--- config.mk ---
export PLATFORM = sky130hd
export DESIGN_NAME = spi_regfile_peripheral
export DESIGN_NICKNAME = d
export VERILOG_FILES = /design/src/rtl/spi_regfile_peripheral.sv
export SDC_FILE = /design/constraint.sdc
export NUM_CORES = 1
export LEC_CHECK = 0
export CORE_MARGIN = 5
export CORE_UTILIZATION = 55
export CTS_BUF_LIST = sky130_fd_sc_hd__clkbuf_4
export CTS_CLUSTER_SIZE = 24
export DETAILED_ROUTE_END_ITERATION = 16
export PLACE_DENSITY = 0.78
export SETUP_SLACK_MARGIN = 0.3
export SYNTH_ARGS = -nofsm -noshare
export SYNTH_HDL_FRONTEND = slang
export SYNTH_SLANG_ARGS = --single-unit
--- constraint.sdc ---
create_clock -name clk -period 2.9 [get_ports clk]
set_input_delay 0.58 -clock clk [delete_from_list [all_inputs] [get_ports clk]]
set_output_delay 0.58 -clock clk [all_outputs]
set_load 0.1 [all_outputs]
--- src/rtl/spi_regfile_peripheral.sv ---
// spi_regfile_peripheral
//   SPI mode-0 target exposing NUM_REGS registers of DATA_W bits. A frame is
//   1 R/W bit (1 = write), ADDR_W address bits and DATA_W data bits, MSB
//   first. Writes commit when nCS rises after exactly FRAME_W bits. Reads
//   shift the addressed register out on CIPO during the data phase.
//   Malformed frames and out-of-range addresses raise sticky flags and bump a
//   saturating error counter.
//
// Ports
//   clk, rst          system clock, synchronous active-high reset
//   sclk, COPI, nCS   asynchronous SPI pins (synchronized internally)
//   CIPO, cipo_oe     registered target data out, output enable
//   regs              flattened register bank, reg i at [i*DATA_W +: DATA_W]
//   wr_valid          one-cycle pulse on write commit
//   wr_addr, wr_data  last committed write
//   err_clr           clears frame_err, addr_err and err_cnt
//   frame_err         sticky: frame with wrong bit count
//   addr_err          sticky: frame addressed a missing register
//   err_cnt           rejected-frame count, saturating at 255
module spi_regfile_peripheral #(
  parameter int NUM_REGS    = 5,
  parameter int DATA_W      = 8,
  parameter int ADDR_W      = 7,
  parameter int SYNC_STAGES = 2
) (
  input  logic                       clk,
  input  logic                       rst,
  input  logic                       sclk,
  input  logic                       COPI,
  input  logic                       nCS,
  output logic                       CIPO,
  output logic                       cipo_oe,
  output logic [NUM_REGS*DATA_W-1:0] regs,
  output logic                       wr_valid,
  output logic [ADDR_W-1:0]          wr_addr,
  output logic [DATA_W-1:0]          wr_data,
  input  logic                       err_clr,
  output logic                       frame_err,
  output logic                       addr_err,
  output logic [7:0]                 err_cnt
);

  localparam int FRAME_W = 1 + ADDR_W + DATA_W;
  localparam int CNT_W   = $clog2(FRAME_W + 1);
  localparam logic [CNT_W-1:0] CMD_BITS = CNT_W'(1 + ADDR_W);
  localparam logic [CNT_W-1:0] ALL_BITS = CNT_W'(FRAME_W);

  typedef enum logic [2:0] {
    ST_IDLE,
    ST_CMD,
    ST_DATA,
    ST_FULL,
    ST_OVER
  } state_e;

  // ---------------------------------------------------------------------------
  // Input synchronizers and edge detection
  // ---------------------------------------------------------------------------
  logic [SYNC_STAGES-1:0] sclk_sync_q, copi_sync_q, ncs_sync_q;
  logic                   sclk_dly_q, ncs_dly_q;
  // Fills with ones after reset; the nCS chain is only trusted once the pin
  // has propagated through every stage and the delay flop, so a pin already
  // low at reset release does not look like a fresh nCS fall.
  logic [SYNC_STAGES:0]   flush_q;

  always_ff @(posedge clk) begin
    if (rst) begin
      sclk_sync_q <= '0;
      copi_sync_q <= '0;
      ncs_sync_q  <= '1;
      sclk_dly_q  <= 1'b0;
      ncs_dly_q   <= 1'b1;
      flush_q     <= '0;
    end else begin
      sclk_sync_q <= {sclk_sync_q[SYNC_STAGES-2:0], sclk};
      copi_sync_q <= {copi_sync_q[SYNC_STAGES-2:0], COPI};
      ncs_sync_q  <= {ncs_sync_q[SYNC_STAGES-2:0], nCS};
      sclk_dly_q  <= sclk_sync_q[SYNC_STAGES-1];
      ncs_dly_q   <= ncs_sync_q[SYNC_STAGES-1];
      flush_q     <= {flush_q[SYNC_STAGES-1:0], 1'b1};
    end
  end

  logic sclk_s, copi_s, ncs_s;
  logic sclk_rise, sclk_fall, ncs_fall, ncs_rise;

  assign sclk_s    = sclk_sync_q[SYNC_STAGES-1];
  assign copi_s    = copi_sync_q[SYNC_STAGES-1];
  assign ncs_s     = ncs_sync_q[SYNC_STAGES-1];
  assign sclk_rise = sclk_s & ~sclk_dly_q;
  assign sclk_fall = ~sclk_s & sclk_dly_q;
  assign ncs_fall  = ~ncs_s & ncs_dly_q & flush_q[SYNC_STAGES];
  assign ncs_rise  = ncs_s & ~ncs_dly_q;

  // ---------------------------------------------------------------------------
  // Frame state
  // ---------------------------------------------------------------------------
  state_e               state_q, state_d;
  logic [CNT_W-1:0]     cnt_q, cnt_d;
  logic [FRAME_W-1:0]   shift_q, shift_d;
  logic [DATA_W-1:0]    tx_q, tx_d;
  logic [DATA_W-1:0]    regs_q [NUM_REGS];
  logic                 wr_valid_q;
  logic [ADDR_W-1:0]    wr_addr_q;
  logic [DATA_W-1:0]    wr_data_q;
  logic                 cipo_q, cipo_d;
  logic                 frame_err_q, addr_err_q;
  logic [7:0]           err_cnt_q;

  logic                 commit, err_frame, err_addr;

  function automatic logic in_range(input logic [ADDR_W-1:0] a);
    return {{(32-ADDR_W){1'b0}}, a} < 32'(NUM_REGS);
  endfunction

  // Fields of a complete frame held in the shift register.
  logic                 frame_rw;
  logic [ADDR_W-1:0]    frame_addr;
  logic [DATA_W-1:0]    frame_data;
  assign frame_rw   = shift_q[FRAME_W-1];
  assign frame_addr = shift_q[FRAME_W-2 -: ADDR_W];
  assign frame_data = shift_q[DATA_W-1:0];

  // Command fields as they will stand after the last address bit is shifted
  // in, taken from the current register plus the incoming bit.
  logic                 cmd_rw;
  logic [ADDR_W-1:0]    cmd_addr;
  logic [DATA_W-1:0]    rd_data;
  assign cmd_rw   = shift_q[ADDR_W-1];
  assign cmd_addr = {shift_q[ADDR_W-2:0], copi_s};

  always_comb begin
    rd_data = '0;
    for (int unsigned i = 0; i < NUM_REGS; i++) begin
      if ({{(32-ADDR_W){1'b0}}, cmd_addr} == i) rd_data = regs_q[i];
    end
  end

  always_comb begin
    state_d   = state_q;
    cnt_d     = cnt_q;
    shift_d   = shift_q;
    tx_d      = tx_q;
    commit    = 1'b0;
    err_frame = 1'b0;
    err_addr  = 1'b0;

    if (state_q == ST_IDLE) begin
      if (ncs_fall) begin
        state_d = ST_CMD;
        cnt_d   = '0;
        shift_d = '0;
        tx_d    = '0;
      end
    end else if (ncs_rise) begin
      state_d = ST_IDLE;
      tx_d    = '0;
      if (state_q == ST_FULL) begin
        if (!in_range(frame_addr)) err_addr = 1'b1;
        else if (frame_rw)         commit   = 1'b1;
      end else begin
        err_frame = 1'b1;
      end
    end else begin
      unique case (state_q)
        ST_CMD: begin
          if (sclk_rise) begin
            shift_d = {shift_q[FRAME_W-2:0], copi_s};
            cnt_d   = cnt_q + CNT_W'(1);
            if (cnt_d == CMD_BITS) begin
              state_d = ST_DATA;
              tx_d    = (!cmd_rw && in_range(cmd_addr)) ? rd_data : '0;
            end
          end
        end
        ST_DATA: begin
          if (sclk_rise) begin
            shift_d = {shift_q[FRAME_W-2:0], copi_s};
            cnt_d   = cnt_q + CNT_W'(1);
            if (cnt_d == ALL_BITS) state_d = ST_FULL;
          end else if (sclk_fall && cnt_q != CMD_BITS) begin
            // The fall right after the last address bit must keep the MSB
            // in place for the controller's first data-bit sample.
            tx_d = {tx_q[DATA_W-2:0], 1'b0};
          end
        end
        ST_FULL: begin
          if (sclk_rise)      state_d = ST_OVER;
          else if (sclk_fall) tx_d    = {tx_q[DATA_W-2:0], 1'b0};
        end
        ST_OVER: begin
          if (sclk_fall) tx_d = {tx_q[DATA_W-2:0], 1'b0};
        end
        default: state_d = ST_IDLE;
      endcase
    end
  end

  assign cipo_d = ~ncs_s & tx_d[DATA_W-1];

  always_ff @(posedge clk) begin
    if (rst) begin
      state_q     <= ST_IDLE;
      cnt_q       <= '0;
      shift_q     <= '0;
      tx_q        <= '0;
      regs_q      <= '{default: '0};
      wr_valid_q  <= 1'b0;
      wr_addr_q   <= '0;
      wr_data_q   <= '0;
      cipo_q      <= 1'b0;
      frame_err_q <= 1'b0;
      addr_err_q  <= 1'b0;
      err_cnt_q   <= '0;
    end else begin
      state_q    <= state_d;
      cnt_q      <= cnt_d;
      shift_q    <= shift_d;
      tx_q       <= tx_d;
      cipo_q     <= cipo_d;
      wr_valid_q <= commit;
      if (commit) begin
        wr_addr_q <= frame_addr;
        wr_data_q <= frame_data;
      end
      for (int unsigned i = 0; i < NUM_REGS; i++) begin
        if (commit && {{(32-ADDR_W){1'b0}}, frame_addr} == i) regs_q[i] <= frame_data;
      end
      if (err_clr) begin
        frame_err_q <= 1'b0;
        addr_err_q  <= 1'b0;
        err_cnt_q   <= '0;
      end else begin
        if (err_frame) frame_err_q <= 1'b1;
        if (err_addr)  addr_err_q  <= 1'b1;
        if ((err_frame || err_addr) && err_cnt_q != 8'hFF) err_cnt_q <= err_cnt_q + 8'd1;
      end
    end
  end

  // ---------------------------------------------------------------------------
  // Outputs
  // ---------------------------------------------------------------------------
  always_comb begin
    regs = '0;
    for (int unsigned i = 0; i < NUM_REGS; i++) regs[i*DATA_W +: DATA_W] = regs_q[i];
  end

  assign CIPO      = cipo_q;
  assign cipo_oe   = ~ncs_s;
  assign wr_valid  = wr_valid_q;
  assign wr_addr   = wr_addr_q;
  assign wr_data   = wr_data_q;
  assign frame_err = frame_err_q;
  assign addr_err  = addr_err_q;
  assign err_cnt   = err_cnt_q;

endmodule

# Word level (Yosys, flattened, before mapping)
# Cells that the tools add are included.
# word_totals
romBits	0
out_inout_bits	68
ramBits	0
mem_count	0
regBits	110
input_bits	6
latchBits	0
# classes
div_mod_pow	0
mul	0
n_lt_le_gt_ge	2
n_reduce_logical	21
n_eq_ne	27
bitwise	10
add_sub_neg	2
mux	48
n_shift	0
# op_table
cell	count
$mux W8	15
$mux W16	5
$ne A4 B4 Y1 const B	8
$pmux W8 S4	1
$eq A7 B2 Y1 const B	4
$mux W5	5
$mux W3	8
$eq A7 B1 Y1 const B	2
$eq A7 B3 Y1 const B	2
$logic_not A7 Y1	2
$lt A7 B3 Y1 const B	2
$reduce_and A7 Y1	2
$mux W1	13
$pmux W3 S4	1
$add A8 B1 Y8 const B	1
$logic_and A1 B1 Y1	8
$ne A8 B8 Y1 const B	1
$and A1 B1 Y1	6
$eq A3 B2 Y1 const B	2
$reduce_bool A6 Y1	1
$add A5 B1 Y5 const B	1
$eq A5 B4 Y1 const B	1
$eq A5 B5 Y1 const B	1
$ne A5 B4 Y1 const B	1
other kinds (12)	17

# Logic depth before layout (Yosys ltp)
# logic_depth
depth_word	13
ltp_mapped	9
ltp_nobuf	8

# Least setup slack after synthesis
# OpenSTA, ideal clock, no wires.
# synth_path
path_kind	flip-flop to flip-flop
start	register cnt_q[0]
end	register tx_q[6]
path_buffers	0
required_ns	2.764
setup_slack_ns	0.704
path_stages_with_launch	8
t_arrival_ns	2.060
cell_sequence	dfxtp_1 > ha_1 > and2_1 > a41oi_1 > nor4_1 > o311ai_2 > o22ai_1 > o2bb2ai_1
# synth_between
elab_chain_len	4
# synth_rtl
element	line_no	rtl
from (decl)	99	logic [CNT_W-1:0] cnt_q, cnt_d;
from (signal assigned)	217	cnt_q <= cnt_d;
$add A5 B1 Y5 or $ne A5 B4 Y1 (tied branches)	169, 181	
$eq A5 B4 Y1 or $logic_and A1 B1 Y1 (tied branches)	170, 181	
$ne A4 B4 Y1 (no source line)	--	
$reduce_and A7 Y1 (no source line) (*)	--	
to (signal assigned)	219	tx_q <= tx_d;
to (decl)	101	logic [DATA_W-1:0] tx_q, tx_d;
# Every way passes the cells marked *; elsewhere a longest branch is shown, timed or not.
# A chain may end at the register's enable or synchronous reset.

# Final worst setup path
# layout_path
start	register state_q[1]
end	register regs_q (netlist bit regs[29])
# layout_between
elab_chain_len	5
# layout_rtl
element	line_no	rtl
from (decl)	98	state_e state_q, state_d;
from (signal assigned)	216	state_q <= state_d;
$eq A3 B2 Y1	158	if (state_q == ST_FULL) begin
$mux W1	158	
$mux W1	155	end else if (ncs_rise) begin
$mux W1 (*)	148	if (state_q == ST_IDLE) begin
$logic_and A1 B1 Y1 (*)	227	if (commit && {{(32-ADDR_W){1'b0}}, frame_addr} == i) regs_q[i] <= frame_data;
to (signal, indexed assignment)	227	
to (decl)	102	logic [DATA_W-1:0] regs_q [NUM_REGS];
# Marked as above.

==> reports/results.txt <==
Status: finished clean
FP Rows: 33
N_diodes: 0
Required time worst endpoint: 3210 ps
Layout Nets: 572
Crit-path max FO: 13
Hold buffer count at cts: 0
Synth Cell Area: 4710 sq um
Sequential area share after synthesis: 46.7%
Primary FF master, synth: dfxtp_1
Die Span Y: 103 um
Crit path launch type: flip-flop
Critical Path AT: 2760 ps
HPWL after DPL: 8170 um
Max-slew violation total from the final report: 0
TritonCTS clock tree: built
Worst path max stage delay: 600 ps
First-pass GRT wire length: 18,700 um
Post-synthesis async set-or-reset flop share: 0%
Most common cell after layout, fill and taps aside: dfxtp_1
Pre-Repair DR Iteration Count: 5
Drt wl/cell: 17.2 um
Num ports: 74
Layout Cells excl Fill: 670
Cell taking the most area after synthesis: dfxtp_1
Slew headroom: 57.5%
Share of layout cells above drive strength 1: 21.9%
Final hold vios: 0
Largest net degree at the start of global routing: 61
Leak: 2.26 nW
DR DRC count: 0
Reg clk slew, reported paths: 160 ps
CP endpoint kind: flip-flop
Clock buffer depth: 2
Port Buffer Count: 73
Placed cell areas: 5340 sq um
Final Cell Area: 5520 sq um
Synth top area share: 46.7%
Initial DRC Count: 247
Crit path buf inv count: 0
Initial Util: 56.8%
GRT overflow: 0
Post-route ant nets: 0
Clk_lat worst skew: 430 ps
Post-Synthesis Cells: 499
Initial antenna violation count: 0
Setup_tns: 0 ps
Area Overhead vs Synth: 17.1%
Min Tclk post-route: 2440 ps
Via density: 5.70
Max-cap viol count: 0
Number of CTS-inserted buffers: 9
Synth Area per Inst: 9.44 sq um
GPL Wtd Cong: 0.876
CP top delay family: simple AND/OR/NAND/NOR gates
Synthesis warning total: 0
HP Class: flip-flop to flip-flop
Number of synthesized flops with an enable pin: 0
Total Wirelength: 11,500 um
Period utilization: 84.2%
R2R setup slack: 460 ps
CP max-delay cell: dfxtp_1
Number of global-route vias before repair: 3,710
Unique cell type count in the Yosys netlist: 56
Die area: 10,500 sq um
Fmax: 0.409 GHz
Fin Hold WS: 446 ps
CP Cell Sequence: nor2b_1 > nand2_1 > nor3_1 > nand3_1 > mux2i_1 > nor2_1
Pwr Density: 480 nW/um^2
Worst-Margin Slew: 635 ps
Placed Cells: 654
H-Tree Depth: 3
Area of the core: 8300 sq um
Final Skew: 11.8 ps
Synth top area cells: dfxtp_1, mux2i_1, nor2_1, a22oi_1, mux4_2
Most frequent cells in the layout: dfxtp_1, buf_4, nor2_1, mux2i_1, nand2_1
Die width: 103 um
RSZ-0062 raised after global routing: false
Clock root buffer master: clkbuf_4
DR vias: 3,816
Synth Register Bits: 110
Final setup viols: 0
Crit path kind: flip-flop to flip-flop
Clk sink count: 110
Syn_nets: 509
Max IR drop VDD: 325 uV
Total GRT Usage: 22.7%
-- final cells by class --
cell class	instances	area [sq um]
fill	691	2780
clock inverter	4	73.8
clock buffer	10	75.1
sequential	110	2200
timing repair buffer	90	696
tap	105	131
inverter	10	37.5
multi-input combinational	341	2300
-- Yosys cell counts (all sizes together), types with 3 or more instances --
master,count
xnor2,4
a21oi,22
nor4,5
nand2b,6
dfxtp,110
nor3,12
and3,5
nand3,6
o2bb2ai,7
nand2,37
nor2b,10
o21ai,8
nand3b,4
nor2,81
nand4,4
ha,4
buf,13
xor2,4
a22o,7
a22oi,25
clkbuf,25
mux4,8
mux2i,43
or2,3
inv,9
-- registers in the layout, summed over array words and instances (netlist names) --
register and cells:
frame_err 1, cnt_q 5, addr_err 1, wr_addr 7
tx_q 8, sclk_dly_q 1, shift_q 16, state_q 3
regs 40, err_cnt 8, CIPO 1, sclk_sync_q 2
copi_sync_q 2, wr_data 8, flush_q 3, ncs_dly_q 1
wr_valid 1, ncs_sync_q 2
-- worst register-to-register path: stages (launching register included) --
cell     delay [ps]
dfxtp_1         600
nor2b_1         320
nand2_1         180
nor3_1          360
nand3_1         500
mux2i_1         310
nor2_1           60
-- power by group --
part	total [mW]	switching, mW	internal, mW
sequential	1.56	0.0294	1.53
combinational	0.274	0.176	0.0976
clock	0.820	0.468	0.352
total	2.65	0.673	1.98
-- metal layers --
layer | GRT usage [%] | routed length, um | vias up
met1 | 29.6 | 5130 | 1840
met3 | 5.55 | 639 | 4
met2 | 37.9 | 5680 | 82
met4 | 5.55 | 48 | 0
met5 | 0 | 0 | -
li1 | - | - | 1890
-- cells by family after synthesis --
logic type,synth area share [%]
buffers and inverters,4.78
muxes,13.0
adders and majority gates,1.06
and+or+nand+nor,18.9
xor gates and xnor gates,1.49
DFF,46.7
AOI/OAI and AO/OA,14.0
-- path summary, 6_finish.rpt --
check                                start                       end  cells past startpoint
setup / recovery   state_q[1]$_SDFFE_PP0P_     regs[29]$_SDFFE_PP0P_                      6
hold / removal    ncs_sync_q[0]$_SDFF_PP1_  ncs_sync_q[1]$_SDFF_PP1_                      1
setup reg to reg   state_q[1]$_SDFFE_PP0P_     regs[29]$_SDFFE_PP0P_                      6
hold reg to reg   ncs_sync_q[0]$_SDFF_PP1_  ncs_sync_q[1]$_SDFF_PP1_                      1
-- metrics by stage --
stage,utilization [%],worst slack [ps],total power [mW]
after global placement,64.3,590,1.86
after CTS,66.1,443,2.66
after floorplan,-,704,1.78
final,66.5,457,2.65
after detailed placement,64.3,504,1.86
after global routing,66.5,257,2.77
-- repair_timing --
action	4_1_cts	5_1_grt
resized for setup	0	2
endpoints found under the setup margin	0	31
buffers inserted	0	2
Power figures use the tool's default switching activity.
